<file path="config.mk">
export PLATFORM = sky130hd
export DESIGN_NAME = dda_sample_stream_flat
export DESIGN_NICKNAME = d
export VERILOG_FILES = /design/src/rtl/dda_pkg.sv /design/src/rtl/dda_sample_stream_if.sv /design/src/rtl/dda_sync_fifo.sv /design/src/rtl/dda_sample_stream.sv /design/src/flat_wrapper.sv
export SDC_FILE = /design/constraint.sdc
export NUM_CORES = 1
export LEC_CHECK = 0
export ABC_AREA = 1
export BUFFER_PORTS_ARGS = -buffer_cell sky130_fd_sc_hd__buf_2
export CAP_MARGIN = 25
export CORE_UTILIZATION = 49
export CTS_CLUSTER_DIAMETER = 30
export DETAILED_ROUTE_END_ITERATION = 10
export PLACE_DENSITY = 0.75
export SLEW_MARGIN = 25
export SYNTH_ARGS = -nofsm -noshare
export SYNTH_HDL_FRONTEND = slang
export SYNTH_SLANG_ARGS = --single-unit
</file>
<file path="constraint.sdc">
create_clock -name i_clk -period 1.9 [get_ports i_clk]
set_input_delay 0.19 -clock i_clk [delete_from_list [all_inputs] [get_ports i_clk]]
set_output_delay 0.19 -clock i_clk [all_outputs]
set_load 0.01 [all_outputs]
</file>
<file path="src/rtl/dda_pkg.sv">
// Shared DDA fixed-point definitions. The integrator, multiplier and sample-stream blocks all
// use these types.
//   STATE_W     : integrator state width (signed 7.20 fixed point)
//   FRAC_W      : fractional bits of the state
//   dda_state_t : signed integrator state
//   dda_byte_t  : narrowed output sample byte
package dda_pkg;

  localparam int unsigned STATE_W = 27;
  localparam int unsigned FRAC_W  = 20;

  typedef logic signed [STATE_W-1:0] dda_state_t;
  typedef logic        [7:0]         dda_byte_t;

endpackage

</file>
<file path="src/rtl/dda_sample_stream_if.sv">
// Sample-stream bus: integrator strobe and state in, decimated byte stream and status out.
//   master : the integrator/consumer side (drives en, state_in, decim, out_ready)
//   slave  : dda_sample_stream (drives out_data, out_valid, fifo_count, drop_cnt, sat_flag)
interface dda_sample_stream_if #(
  parameter int unsigned STATE_W    = 27,
  parameter int unsigned DECIM_W    = 8,
  parameter int unsigned FIFO_DEPTH = 4
);
  import dda_pkg::*;

  localparam int unsigned CntW = $clog2(FIFO_DEPTH) + 1;

  logic                      en;
  logic signed [STATE_W-1:0] state_in;
  logic        [DECIM_W-1:0] decim;
  dda_byte_t                 out_data;
  logic                      out_valid;
  logic                      out_ready;
  logic        [CntW-1:0]    fifo_count;
  logic        [7:0]         drop_cnt;
  logic                      sat_flag;

  modport master (
    output en, state_in, decim, out_ready,
    input  out_data, out_valid, fifo_count, drop_cnt, sat_flag
  );

  modport slave (
    input  en, state_in, decim, out_ready,
    output out_data, out_valid, fifo_count, drop_cnt, sat_flag
  );

endinterface

</file>
<file path="src/rtl/dda_sync_fifo.sv">
// Show-ahead synchronous FIFO with a synchronous active-low reset.
//   i_clk, i_rst_n : clock, synchronous active-low reset
//   i_push, i_wdata: write request; accepted when not full, or when full with a pop this cycle
//   i_pop          : read request; ignored while empty
//   o_rdata        : head entry; holds the last popped value while empty (0 after reset)
//   o_full, o_empty, o_count : occupancy status (0..DEPTH)
// DEPTH must be a power of 2 and at least 2 so the pointers wrap naturally.
module dda_sync_fifo #(
  parameter int unsigned WIDTH = 8,
  parameter int unsigned DEPTH = 4,
  localparam int unsigned PtrW = $clog2(DEPTH),
  localparam int unsigned CntW = PtrW + 1
) (
  input  logic             i_clk,
  input  logic             i_rst_n,
  input  logic             i_push,
  input  logic [WIDTH-1:0] i_wdata,
  input  logic             i_pop,
  output logic [WIDTH-1:0] o_rdata,
  output logic             o_full,
  output logic             o_empty,
  output logic [CntW-1:0]  o_count
);

  logic [WIDTH-1:0] r_mem [DEPTH];
  logic [PtrW-1:0]  r_wptr;
  logic [PtrW-1:0]  r_rptr;
  logic [CntW-1:0]  r_count;
  logic [WIDTH-1:0] r_last;
  logic             w_push;
  logic             w_pop;

  assign o_full  = (r_count == CntW'(DEPTH));
  assign o_empty = (r_count == '0);
  assign o_count = r_count;

  assign w_pop  = i_pop && !o_empty;
  // When full, a same-cycle pop frees the slot the write lands in (wptr == rptr).
  assign w_push = i_push && (!o_full || w_pop);

  assign o_rdata = o_empty ? r_last : r_mem[r_rptr];

  always_ff @(posedge i_clk) begin
    if (!i_rst_n) begin
      r_wptr  <= '0;
      r_rptr  <= '0;
      r_count <= '0;
      r_last  <= '0;
    end else begin
      if (w_push) begin
        r_wptr <= r_wptr + 1'b1;
      end
      if (w_pop) begin
        r_rptr <= r_rptr + 1'b1;
        r_last <= r_mem[r_rptr];
      end
      case ({w_push, w_pop})
        2'b10:   r_count <= r_count + 1'b1;
        2'b01:   r_count <= r_count - 1'b1;
        default: r_count <= r_count;
      endcase
    end
  end

  // Storage needs no reset; the head is masked by r_last until something is written.
  always_ff @(posedge i_clk) begin
    if (i_rst_n && w_push) begin
      r_mem[r_wptr] <= i_wdata;
    end
  end

endmodule

</file>
<file path="src/rtl/dda_sample_stream.sv">
// Decimates the DDA integrator state stream, narrows each kept sample to a signed byte taken
// from state_in[OUT_LSB+7:OUT_LSB] (Q3.4 by default) and buffers it in a show-ahead FIFO
// presented as a valid/ready byte port. Samples captured while the FIFO is full (and not being
// popped) are dropped and counted.
//   i_clk, i_rst_n : clock, synchronous active-low reset
//   bus (slave)    : en/state_in/decim in, out_data/out_valid/out_ready byte port,
//                    fifo_count, drop_cnt (saturating), sat_flag (sticky)
// Build option DDA_SAT_EN: clamp out-of-range samples to 0x7F/0x80 and report them on sat_flag.
// Without it the plain slice wraps and sat_flag is tied low.
module dda_sample_stream #(
  parameter int unsigned STATE_W    = 27,
  parameter int unsigned OUT_LSB    = 16,
  parameter int unsigned DECIM_W    = 8,
  parameter int unsigned FIFO_DEPTH = 4
) (
  input  logic                i_clk,
  input  logic                i_rst_n,
  dda_sample_stream_if.slave  bus
);
  import dda_pkg::*;

  localparam int unsigned CntW = $clog2(FIFO_DEPTH) + 1;

  logic [DECIM_W-1:0] r_dec_cnt;
  logic [7:0]         r_drop_cnt;
  logic               w_capture;
  logic               w_pop;
  logic               w_full;
  logic               w_empty;
  logic               w_drop;
  dda_byte_t          w_slice;
  dda_byte_t          w_byte;
  logic [CntW-1:0]    w_count;
  logic               w_unused_state_lo;

  // >= rather than == so that lowering decim mid-count captures on the next strobe.
  assign w_capture = bus.en && (r_dec_cnt >= bus.decim);
  assign w_pop     = bus.out_valid && bus.out_ready;
  assign w_drop    = w_capture && w_full && !w_pop;

  assign w_slice           = bus.state_in[OUT_LSB+7:OUT_LSB];
  assign w_unused_state_lo = ^bus.state_in[OUT_LSB-1:0];

`ifdef DDA_SAT_EN
  logic [STATE_W-OUT_LSB-8:0] w_hi;
  logic                       w_ovf;
  logic                       r_sat_flag;

  // The byte is representable only if every bit from its sign bit upward agrees.
  assign w_hi   = bus.state_in[STATE_W-1:OUT_LSB+7];
  assign w_ovf  = !((&w_hi) || !(|w_hi));
  assign w_byte = !w_ovf ? w_slice : (bus.state_in[STATE_W-1] ? 8'h80 : 8'h7F);

  always_ff @(posedge i_clk) begin
    if (!i_rst_n) begin
      r_sat_flag <= 1'b0;
    end else if (w_capture && w_ovf) begin
      r_sat_flag <= 1'b1;
    end
  end

  assign bus.sat_flag = r_sat_flag;
`else
  logic w_unused_state_hi;

  assign w_unused_state_hi = ^bus.state_in[STATE_W-1:OUT_LSB+8];
  assign w_byte            = w_slice;
  assign bus.sat_flag      = 1'b0;
`endif

  always_ff @(posedge i_clk) begin
    if (!i_rst_n) begin
      r_dec_cnt <= '0;
    end else if (bus.en) begin
      // The increment cannot wrap: it only happens while r_dec_cnt < decim.
      r_dec_cnt <= w_capture ? '0 : r_dec_cnt + 1'b1;
    end
  end

  always_ff @(posedge i_clk) begin
    if (!i_rst_n) begin
      r_drop_cnt <= '0;
    end else if (w_drop && (r_drop_cnt != 8'hFF)) begin
      r_drop_cnt <= r_drop_cnt + 1'b1;
    end
  end

  dda_sync_fifo #(
    .WIDTH (8),
    .DEPTH (FIFO_DEPTH)
  ) u_fifo (
    .i_clk   (i_clk),
    .i_rst_n (i_rst_n),
    .i_push  (w_capture),
    .i_wdata (w_byte),
    .i_pop   (bus.out_ready),
    .o_rdata (bus.out_data),
    .o_full  (w_full),
    .o_empty (w_empty),
    .o_count (w_count)
  );

  assign bus.out_valid  = !w_empty;
  assign bus.fifo_count = w_count;
  assign bus.drop_cnt   = r_drop_cnt;

endmodule

</file>
<file path="src/flat_wrapper.sv">
// flat-port wrapper written by rule: the top's interface ports become plain ports
module dda_sample_stream_flat import dda_pkg::*;
#(
  parameter int unsigned STATE_W    = 27,
  parameter int unsigned OUT_LSB    = 16,
  parameter int unsigned DECIM_W    = 8,
  parameter int unsigned FIFO_DEPTH = 4
)
  (i_clk, i_rst_n, bus_en, bus_state_in, bus_decim, bus_out_ready, bus_out_data, bus_out_valid, bus_fifo_count, bus_drop_cnt, bus_sat_flag);
  dda_sample_stream_if #(.STATE_W(STATE_W), .DECIM_W(DECIM_W), .FIFO_DEPTH(FIFO_DEPTH)) bus_i ();
  input  logic i_clk;
  input  logic i_rst_n;
  input wire logic [$bits(bus_i.en)-1:0] bus_en;
  input wire logic [$bits(bus_i.state_in)-1:0] bus_state_in;
  input wire logic [$bits(bus_i.decim)-1:0] bus_decim;
  input wire logic [$bits(bus_i.out_ready)-1:0] bus_out_ready;
  output wire logic [$bits(bus_i.out_data)-1:0] bus_out_data;
  output wire logic [$bits(bus_i.out_valid)-1:0] bus_out_valid;
  output wire logic [$bits(bus_i.fifo_count)-1:0] bus_fifo_count;
  output wire logic [$bits(bus_i.drop_cnt)-1:0] bus_drop_cnt;
  output wire logic [$bits(bus_i.sat_flag)-1:0] bus_sat_flag;
  assign bus_i.en = bus_en;
  assign bus_i.state_in = bus_state_in;
  assign bus_i.decim = bus_decim;
  assign bus_i.out_ready = bus_out_ready;
  assign bus_out_data = bus_i.out_data;
  assign bus_out_valid = bus_i.out_valid;
  assign bus_fifo_count = bus_i.fifo_count;
  assign bus_drop_cnt = bus_i.drop_cnt;
  assign bus_sat_flag = bus_i.sat_flag;
  dda_sample_stream #(.STATE_W(STATE_W), .OUT_LSB(OUT_LSB), .DECIM_W(DECIM_W), .FIFO_DEPTH(FIFO_DEPTH)) u_core (.i_clk(i_clk), .i_rst_n(i_rst_n), .bus(bus_i));
endmodule
</file>
==> After elaboration in Yosys (flattened, before gate mapping) <==
Memory sizes are Yosys's and may differ from the RTL's. A register that Yosys moved wholly into a read port is not among the register bits.
Cells that the tools add are included.
{ "word_totals": {"wordCells": 38, "romBits": 0, "ff_bits": 31, "ram_bits": 32, "mem_count": 1, "latchBits": 0, "in_bits": 39, "output_inout_bits": 21} }
{ "memory_table": {"columns": ["memory", "words", "width", "read_ports", "rd_ports_with_merged_regs", "wr", "line_no", "rtl"], "rows": [
  ["u_core.u_fifo.r_mem", 4, 8, 1, 1, 1, "dda_sync_fifo.sv:25", "logic [WIDTH-1:0] r_mem [DEPTH];"]
]} }
{ "op_classes": {"eq_ne": 4, "n_addsub": 6, "div": 0, "bitwise_logic": 0, "mul": 0, "order_cmp": 1, "mux": 7, "n_shift": 0, "reduce_logical": 13} }
{ "ops": {"columns": ["op", "n"], "rows": [
  ["$add 8x1->8 const B", 2],
  ["$mux 8", 2],
  ["$ge 8x8->1", 1],
  ["$ne 8x8->1 const B", 1],
  ["$logic_and 1x1->1", 7],
  ["$pmux 3 s2", 1],
  ["$add 2x1->2 const B", 2],
  ["$mux 2", 2],
  ["$add 3x1->3 const B", 1],
  ["$eq 3x3->1 const B", 1],
  ["$logic_not 1->1", 3],
  ["$logic_not 3->1", 1],
  ["$sub 3x1->3 const B", 1],
  ["$eq 2x1->1 const B", 1],
  ["$eq 2x2->1 const B", 1],
  ["$mux 1", 2],
  ["$reduce_bool 2->1", 1],
  ["$logic_or 1x1->1", 1]
]} }

==> Longest topological paths before layout <==
Gate-level depths: netlist (run 1).
{ "logic_depth": {"word_depth": 8, "mapped_depth": 18, "mapped_depth_nobuf": 18} }

==> Cells and area by module <==
A second synthesis (run 1) with hierarchy kept.
{ "hier_totals": {"cells_unflattened": 349, "hier_area_um2": 3226.8} }
{ "modules_own_cells": {"columns": ["module", "seq_area_each_um2", "instances", "cells_per_inst", "area_each_um2"], "rows": [
  ["dda_sync_fifo", 1301.2, 1, 191, 2068.2],
  ["dda_sample_stream", 320.3, 1, 158, 1158.6]
]} }

==> Least setup slack after synthesis (run 1) <==
No wires, ideal clock.
{ "synth_path": {"path_type": "flip-flop to flip-flop", "from": "reg u_core.r_dec_cnt[7]", "to": "mem u_core.u_fifo.r_mem[0][0] (enable)", "path_buffers": 0, "t_required_ps": 1529, "setup_time_ps": 371, "period_less_slack_ps": 1976, "t_arrival_ps": 1605, "stages_incl_launch_ff": 10, "path_slack_ps": -76, "cell_sequence": "dfxtp_1 -> ha_1 -> nand2_1 -> nor2_1 -> nand4_1 -> nand3_1 -> nand2_1 -> inv_2 -> nand3_1 -> nor2_1"} }
{ "synth_via": {"elab_chain_len": 6} }
{ "synth_rtl": {"columns": ["element", "line_no", "rtl"], "rows": [
  ["start: declaration", "dda_sample_stream.sv:24", "logic [DECIM_W-1:0] r_dec_cnt;"],
  ["start signal: assignment", "dda_sample_stream.sv:76", "r_dec_cnt <= w_capture ? '0 : r_dec_cnt + 1'b1;"],
  ["$ge 8x8->1", "dda_sample_stream.sv:37", "assign w_capture = bus.en && (r_dec_cnt >= bus.decim);"],
  ["$logic_and 1x1->1", "dda_sample_stream.sv:37", null],
  ["$logic_and 1x1->1", "dda_sync_fifo.sv:39", "assign w_push = i_push && (!o_full || w_pop);"],
  ["$logic_and 1x1->1", "dda_sync_fifo.sv:67", "if (i_rst_n && w_push) begin"],
  ["$mux 1", "dda_sync_fifo.sv:67", null],
  ["$mux 1 (not written as such)", "dda_sync_fifo.sv:68", "r_mem[r_wptr] <= i_wdata;"],
  ["end: declaration", "dda_sync_fifo.sv:25", null]
]} }
Every way passes these cells.

==> Worst setup path after layout (run 1) <==
{ "layout_path": {"from": "reg u_core.r_dec_cnt[7]", "to": "mem u_core.u_fifo.r_mem[1][3] (enable)"} }
The elaborated chain is that of the path after synthesis.

==> flow_metrics.env, run 1 <==
export IMPL_failed_checks="setup timing"
export IMPL_firstDrtPassIters=4
export IMPL_drcViolationCount=0
export IMPL_synth_seq_cells=65
export IMPL_synth_top_cell_by_area="edfxtp_1"
export IMPL_grt_use_met1_pct=23.5
export IMPL_power_frac_clock_pct=26.0
export IMPL_rsz0062_at_grt="true"
export IMPL_core_mm2=0.00568
export IMPL_maxCapViolations=0
export IMPL_clk_latency_ps=340
export IMPL_ys_types=32
export IMPL_multiInputGateArea_mm2=0.00131
export IMPL_cp_common_cell="buf_6"
export IMPL_drtIter0Drc=165
export IMPL_diodes=0
export IMPL_fin_crit_ps=1910
export IMPL_p_int_w=0.00273
export IMPL_via_per_inst=5.13
export IMPL_start_util_pct=52.3
export IMPL_syn_nets=377
export IMPL_hold_path_class="input pin to flip-flop"
export IMPL_yosys_top_cells_count="nor2_1 (48), inv_1 (42), nand2_1 (35)"
export IMPL_vias=2382
export IMPL_combPwrFrac_pct=33.7
export IMPL_async_reset_ff_share_pct=0
export IMPL_max_stage_delay_ps=340
export IMPL_end_kind="flip-flop"
export IMPL_crit_family="simple AND/OR/NAND/NOR gates"
export IMPL_synth_compound_area_share_pct=13.1
export IMPL_grt_max_degree=21
export IMPL_syn_inst=323
export IMPL_synth_mux_area_share_pct=0.337
export IMPL_cts_inserted_buffers=9
export IMPL_setup_ws_ps=-13.1
export IMPL_ios=60
export IMPL_timing_fmax_mhz=523
export IMPL_overflow=0
export IMPL_synth_xor_area_share_pct=2.36
export IMPL_die_w_um=79.9
export IMPL_ys_flop_type="dfxtp_1"
export IMPL_syn_to_final_growth_pct=27.3
export IMPL_p_sw_share_pct=34.7
export IMPL_die_h_um=79.9
export IMPL_cts_root_buf="clkbuf_8"
export IMPL_htree_levels=3
export IMPL_grt_use_met2_pct=37.9
export IMPL_hold_slack_ps=60.4
export IMPL_final_hold_viol_count=0
export IMPL_fill_cells=450
export IMPL_cp_cell_sequence="ha_4 -> nand2_4 -> nor2_4 -> nand4_1 -> nand3_2 -> nand2_2 -> buf_6 -> inv_4 -> nand3_4 -> nor2_2 -> buf_6"
export IMPL_wl_mm=6.26
export IMPL_synthMostInstantiatedCell="nor2_1"
export IMPL_synth_fa_ha_area_share_pct=6.57
export IMPL_clockBufferDepth=2
export IMPL_rows=27
export IMPL_hpwl_mm=4.14
export IMPL_busiest_layer="met2"
export IMPL_synth_area_top_cells="edfxtp_1 (32%), dfxtp_1 (22%), nor2_1 (6.1%)"
export IMPL_ir_worst_vdd_mv=0.772
export IMPL_track_usage_pct=21.2
export IMPL_drv_slew=0
export IMPL_port_buffers=39
export IMPL_path_buf_inv=3
export IMPL_fin_nets=441
export IMPL_period_share_pct=101
export IMPL_met3_usage_pct=3.66
export IMPL_finalSetupViolations=25
export IMPL_cp_start_kind="flip-flop"
export IMPL_required_ps=1950
export IMPL_ys_warn_count=0
export IMPL_pwr_share_seq_pct=40.3
export IMPL_drive_gt1_share_pct=31.4
export IMPL_cts_tree="done"
export IMPL_dp_slack_ps=-235
export IMPL_cp_slowest_cell="dfxtp_2"
export IMPL_clock_skew_ps=4.55
export IMPL_synth_top_cell_area_share_pct=32.4
export IMPL_cts_sinks=65
export IMPL_powerDensity_mw_per_mm2=1110
export IMPL_ant_nets=0
export IMPL_fin_cells=464
export IMPL_antenna_found_initial=0
export IMPL_synthSimpleGateAreaFrac_pct=15.7
export IMPL_gp_congestion=0.781
export IMPL_critPathKind="flip-flop to flip-flop"
export IMPL_p_leak_nw=1.61
export IMPL_crit_arrival_ps=1960
export IMPL_syn_area_mm2=0.00297
export IMPL_dp_cells=442
export IMPL_synth_edf_count=32
export IMPL_p_sw_w=0.00145
export IMPL_synth_top_family_by_area="simple AND/OR/NAND/NOR gates"
export IMPL_fin_util_pct=66.6
export IMPL_setup_tns_ps=-200
export IMPL_avgSynthCellArea_um2=9.20
export IMPL_grt_pass1_wl_mm=9.98
export IMPL_cts_clk_slew_worst_paths_ps=70
export IMPL_layout_area_seq_mm2=0.00163
export IMPL_die_area_mm2=0.00638
export IMPL_ys_seq_area_share_pct=54.6
export IMPL_wl_per_cell_um=13.5
export IMPL_grt_pass1_vias=2237
export IMPL_crit_fanout=8
export IMPL_status="finished, violations left"
[through the flow]
stage	area, um^2	total power, W
final	3780	0.00419
after global routing	3780	0.00444
after CTS	3660	0.00409
after detailed placement	3340	0.00299
after global placement	3340	0.00294
after floorplan	2970	0.00252
[worst paths after layout]
path                      startpoint                   endpoint  slack, ps  depth (start not counted)
min                 bus_state_in[22]  u_core.u_fifo.r_mem[3][6]         60                          1
max reg2reg      u_core.r_dec_cnt[7]  u_core.u_fifo.r_mem[1][3]        -10                         11
min reg2reg  u_core.u_fifo.r_rptr[1]                  flip-flop        470                          2
max              u_core.r_dec_cnt[7]  u_core.u_fifo.r_mem[1][3]        -10                         11
[logic make-up after synthesis]
kind of cell / count (synthesis)
buffers and inverters: 53
other: 1
multiplexers: 1
XOR/XNOR: 8
AO/OA/AOI/OAI: 74
adder cells (fa/ha/maj): 15
AND/OR/NAND/NOR: 106
flip-flops: 65
[worst reg2reg max path: stages, from the launching register on]
cell	delay [ps]
dfxtp_2	340
ha_4	280
nand2_4	50
nor2_4	110
nand4_1	120
nand3_2	110
nand2_2	70
buf_6	120
inv_4	50
nand3_4	90
nor2_2	130
buf_6	150
[layout make-up]
type                       count  share of cell area [%]
clock inverter                 4                    1.19
clock buffer                  12                    3.57
tap                           72                    2.38
timing repair buffer          62                    10.4
sequential                    65                    43.2
inverter                      43                    4.57
multi-input combinational    206                    34.7
[power groups by stage]
| stage | logic [W] | registers (W) | clock network (W) |
|---|---|---|---|
| floorplan | 0.000816 | 0.00171 | 0 |
| global placement | 0.00124 | 0.00170 | 0 |
| detailed placement | 0.00128 | 0.00171 | 0 |
| CTS | 0.00133 | 0.00168 | 0.00109 |
| global route | 0.00158 | 0.00170 | 0.00116 |
| finish | 0.00141 | 0.00169 | 0.00109 |
[sequential cells by signal, indices dropped and copies added, names as in the netlist, named ones only]
register and flops:
u_core.u_fifo.r_mem 32, u_core.bus.drop_cnt 8, u_core.r_dec_cnt 8, u_core.u_fifo.r_last 8, u_core.u_fifo.o_count 3, u_core.u_fifo.r_rptr 2
u_core.u_fifo.r_wptr 2
[timing repair]
item | CTS | global route
pin swaps | 16 | 4
buffers inserted | 1 | 4
setup endpoints to repair | 44 | 52
resized for setup | 32 | 26
hold buffers | 0 | 0
cloned | 0 | 1
[cells in the final DEF (no fill, tap or decap), drive strengths merged, types with 5 or more instances in the layout]
| master | count |
|---|---|
| xor2 | 5 |
| edfxtp | 32 |
| nor2 | 49 |
| ha | 14 |
| nand3 | 7 |
| buf | 62 |
| a21oi | 32 |
| o21ai | 33 |
| o22ai | 8 |
| inv | 42 |
| dfxtp | 33 |
| clkbuf | 12 |
| nand2 | 39 |
[per-layer routing]
metal | part of all wire [%] | wire length (um)
met1 | 40 | 2530
met2 | 53 | 3310
met3 | 4.2 | 266
met4 | 2.5 | 155
met5 | 0 | 0
No activity file was read; power rests on OpenSTA's default activity.
==> run 2: changes to the inputs <==
Settings changed: RECOVER_POWER from default to 25.
==> run 2 against run 1 <==
Net effect: the flow still finishes with violations (setup timing); worst setup slack about the same; global-route usage unchanged; utilization down 0.11 points; cell count unchanged; fmax about the same; clock power about the same.
==> flow_metrics.env, run 2 (same netlist as run 1, synthesis figures left out) <==
export IMPL_top_register="u_core.u_fifo.r_mem"
export IMPL_clk_latency_ps=340
export IMPL_die_area_mm2=0.00638
export IMPL_htree_levels=3
export IMPL_top_layer_used="met4"
export IMPL_die_h_um=79.9
export IMPL_pwr_share_seq_pct=40.3
export IMPL_clock_skew_ps=4.62
export IMPL_wl_mm=6.27
export IMPL_maxCapViolations=0
export IMPL_m1WireLength_mm=2.53
export IMPL_ios=60
export IMPL_p_int_w=0.00273
export IMPL_largest_register_ffs=32
export IMPL_timing_fmax_mhz=523
export IMPL_syn_to_final_growth_pct=27.1
export IMPL_p_sw_w=0.00145
export IMPL_hold_buffers=0
export IMPL_p_sw_share_pct=34.7
export IMPL_wl_met3_um=272
export IMPL_dp_slack_ps=-235
export IMPL_final_area_mm2=0.00378
export IMPL_required_ps=1950
export IMPL_crit_arrival_ps=1960
export IMPL_ir_worst_vdd_mv=0.772
export IMPL_cts_inserted_buffers=9
export IMPL_core_mm2=0.00568
export IMPL_period_share_pct=101
export IMPL_final_common_cell="nor2_1"
export IMPL_rows=27
export IMPL_status="finished, violations left"
export IMPL_ant_nets=0
export IMPL_grt_pass1_vias=2237
export IMPL_powerDensity_mw_per_mm2=1110
export IMPL_die_w_um=79.9
export IMPL_start_util_pct=52.3
export IMPL_drv_slew=0
export IMPL_dpl_cell_area_mm2=0.00334
export IMPL_diodes=0
export IMPL_via_per_inst=5.12
export IMPL_critPathKind="flip-flop to flip-flop"
export IMPL_port_buffers=39
export IMPL_gp_congestion=0.781
export IMPL_rsz0062_at_grt="true"
export IMPL_final_hold_viol_count=0
export IMPL_drtIter0Drc=166
export IMPL_wl_met2_mm=3.31
export IMPL_crit_fanout=8
export IMPL_overflow=0
export IMPL_hpwl_mm=4.14
export IMPL_hold_slack_ps=73.6
export IMPL_firstDrtPassIters=4
export IMPL_power_w=0.00419
export IMPL_cts_root_buf="clkbuf_8"
export IMPL_hold_path_class="input pin to flip-flop"
export IMPL_min_delay_path_depth=1
export IMPL_finalSetupViolations=25
export IMPL_power_frac_clock_pct=26.0
export IMPL_end_kind="flip-flop"
export IMPL_track_usage_pct=21.2
export IMPL_antenna_found_initial=0
export IMPL_clockBufferDepth=2
export IMPL_grt_max_degree=21
export IMPL_combPwrFrac_pct=33.7
export IMPL_setup_ws_ps=-13.5
export IMPL_grt_pass1_wl_mm=9.98
export IMPL_p_leak_nw=1.59
export IMPL_failed_checks="setup timing"
export IMPL_fin_crit_ps=1910
export IMPL_cts_clk_slew_worst_paths_ps=70
export IMPL_dp_cells=442
export IMPL_fin_cells=464
export IMPL_wl_per_cell_um=13.5
export IMPL_cts_sinks=65
export IMPL_cp_start_kind="flip-flop"
export IMPL_layout_common_cells="nor2_1 (42), inv_1 (36), buf_2 (34)"
export IMPL_vias=2377
export IMPL_reg2regPathDepth=11
export IMPL_drive_gt1_share_pct=30.1
export IMPL_drcViolationCount=0
export IMPL_cts_tree="done"
export IMPL_fin_nets=441
## run 2: changes by cell type in the layout (fill, tap and decap cells not counted), sizes merged
cell / delta
clkbuf: +5
buf: -5
## run 2: final timing paths
check	from	endpoint	slack, ps
max reg2reg	u_core.r_dec_cnt[7]	u_core.u_fifo.r_mem[1][3]	-10
max	u_core.r_dec_cnt[7]	u_core.u_fifo.r_mem[1][3]	-10
min	bus_state_in[23]	u_core.u_fifo.r_mem[1][7]	70
min reg2reg	u_core.u_fifo.r_rptr[1]	flip-flop	470
## run 2: through the flow
step | setup TNS (ps) | utilization (%)
floorplan | -1940 | -
global route | -3850 | 66.5
detailed placement | -8460 | 58.8
CTS | -748 | 64.4
global placement | -4060 | 58.8
finish | -198 | 66.5
## run 2: cell type report
type                       instances  area (um^2)
fill                             452         1900
clock inverter                     4         45.0
clock buffer                      12          135
multi-input combinational        206         1310
sequential                        65         1630
inverter                          43          173
tap                               72         90.1
timing repair buffer              62          388
## run 2: what timing repair did
item,4_1_cts,5_1_grt
setup buffers,1,4
gates cloned,0,1
resized for setup,32,26
setup endpoints to repair,44,52
pin swaps,16,4
## run 2: worst max-delay path, cell delays in order (launching register included)
cell     delay, ps
dfxtp_2        340
ha_4           280
nand2_4         50
nor2_4         110
nand4_1        120
nand3_2        110
nand2_2         70
buf_6          120
inv_4           50
nand3_4         90
nor2_2         130
buf_6          150
## run 2: power groups by stage
stage	logic, W	registers, W	clock network [W]
detailed placement	0.00128	0.00171	0
global route	0.00158	0.00170	0.00116
global placement	0.00124	0.00170	0
floorplan	0.000816	0.00171	0
finish	0.00141	0.00169	0.00109
CTS	0.00133	0.00168	0.00109
## run 2: metal layers
| layer | GRT usage, % | vias up |
|---|---|---|
| met4 | 11.8 | 0 |
| li1 | - | 1204 |
| met5 | 0 | - |
| met2 | 37.9 | 65 |
| met3 | 3.66 | 17 |
| met1 | 23.5 | 1091 |
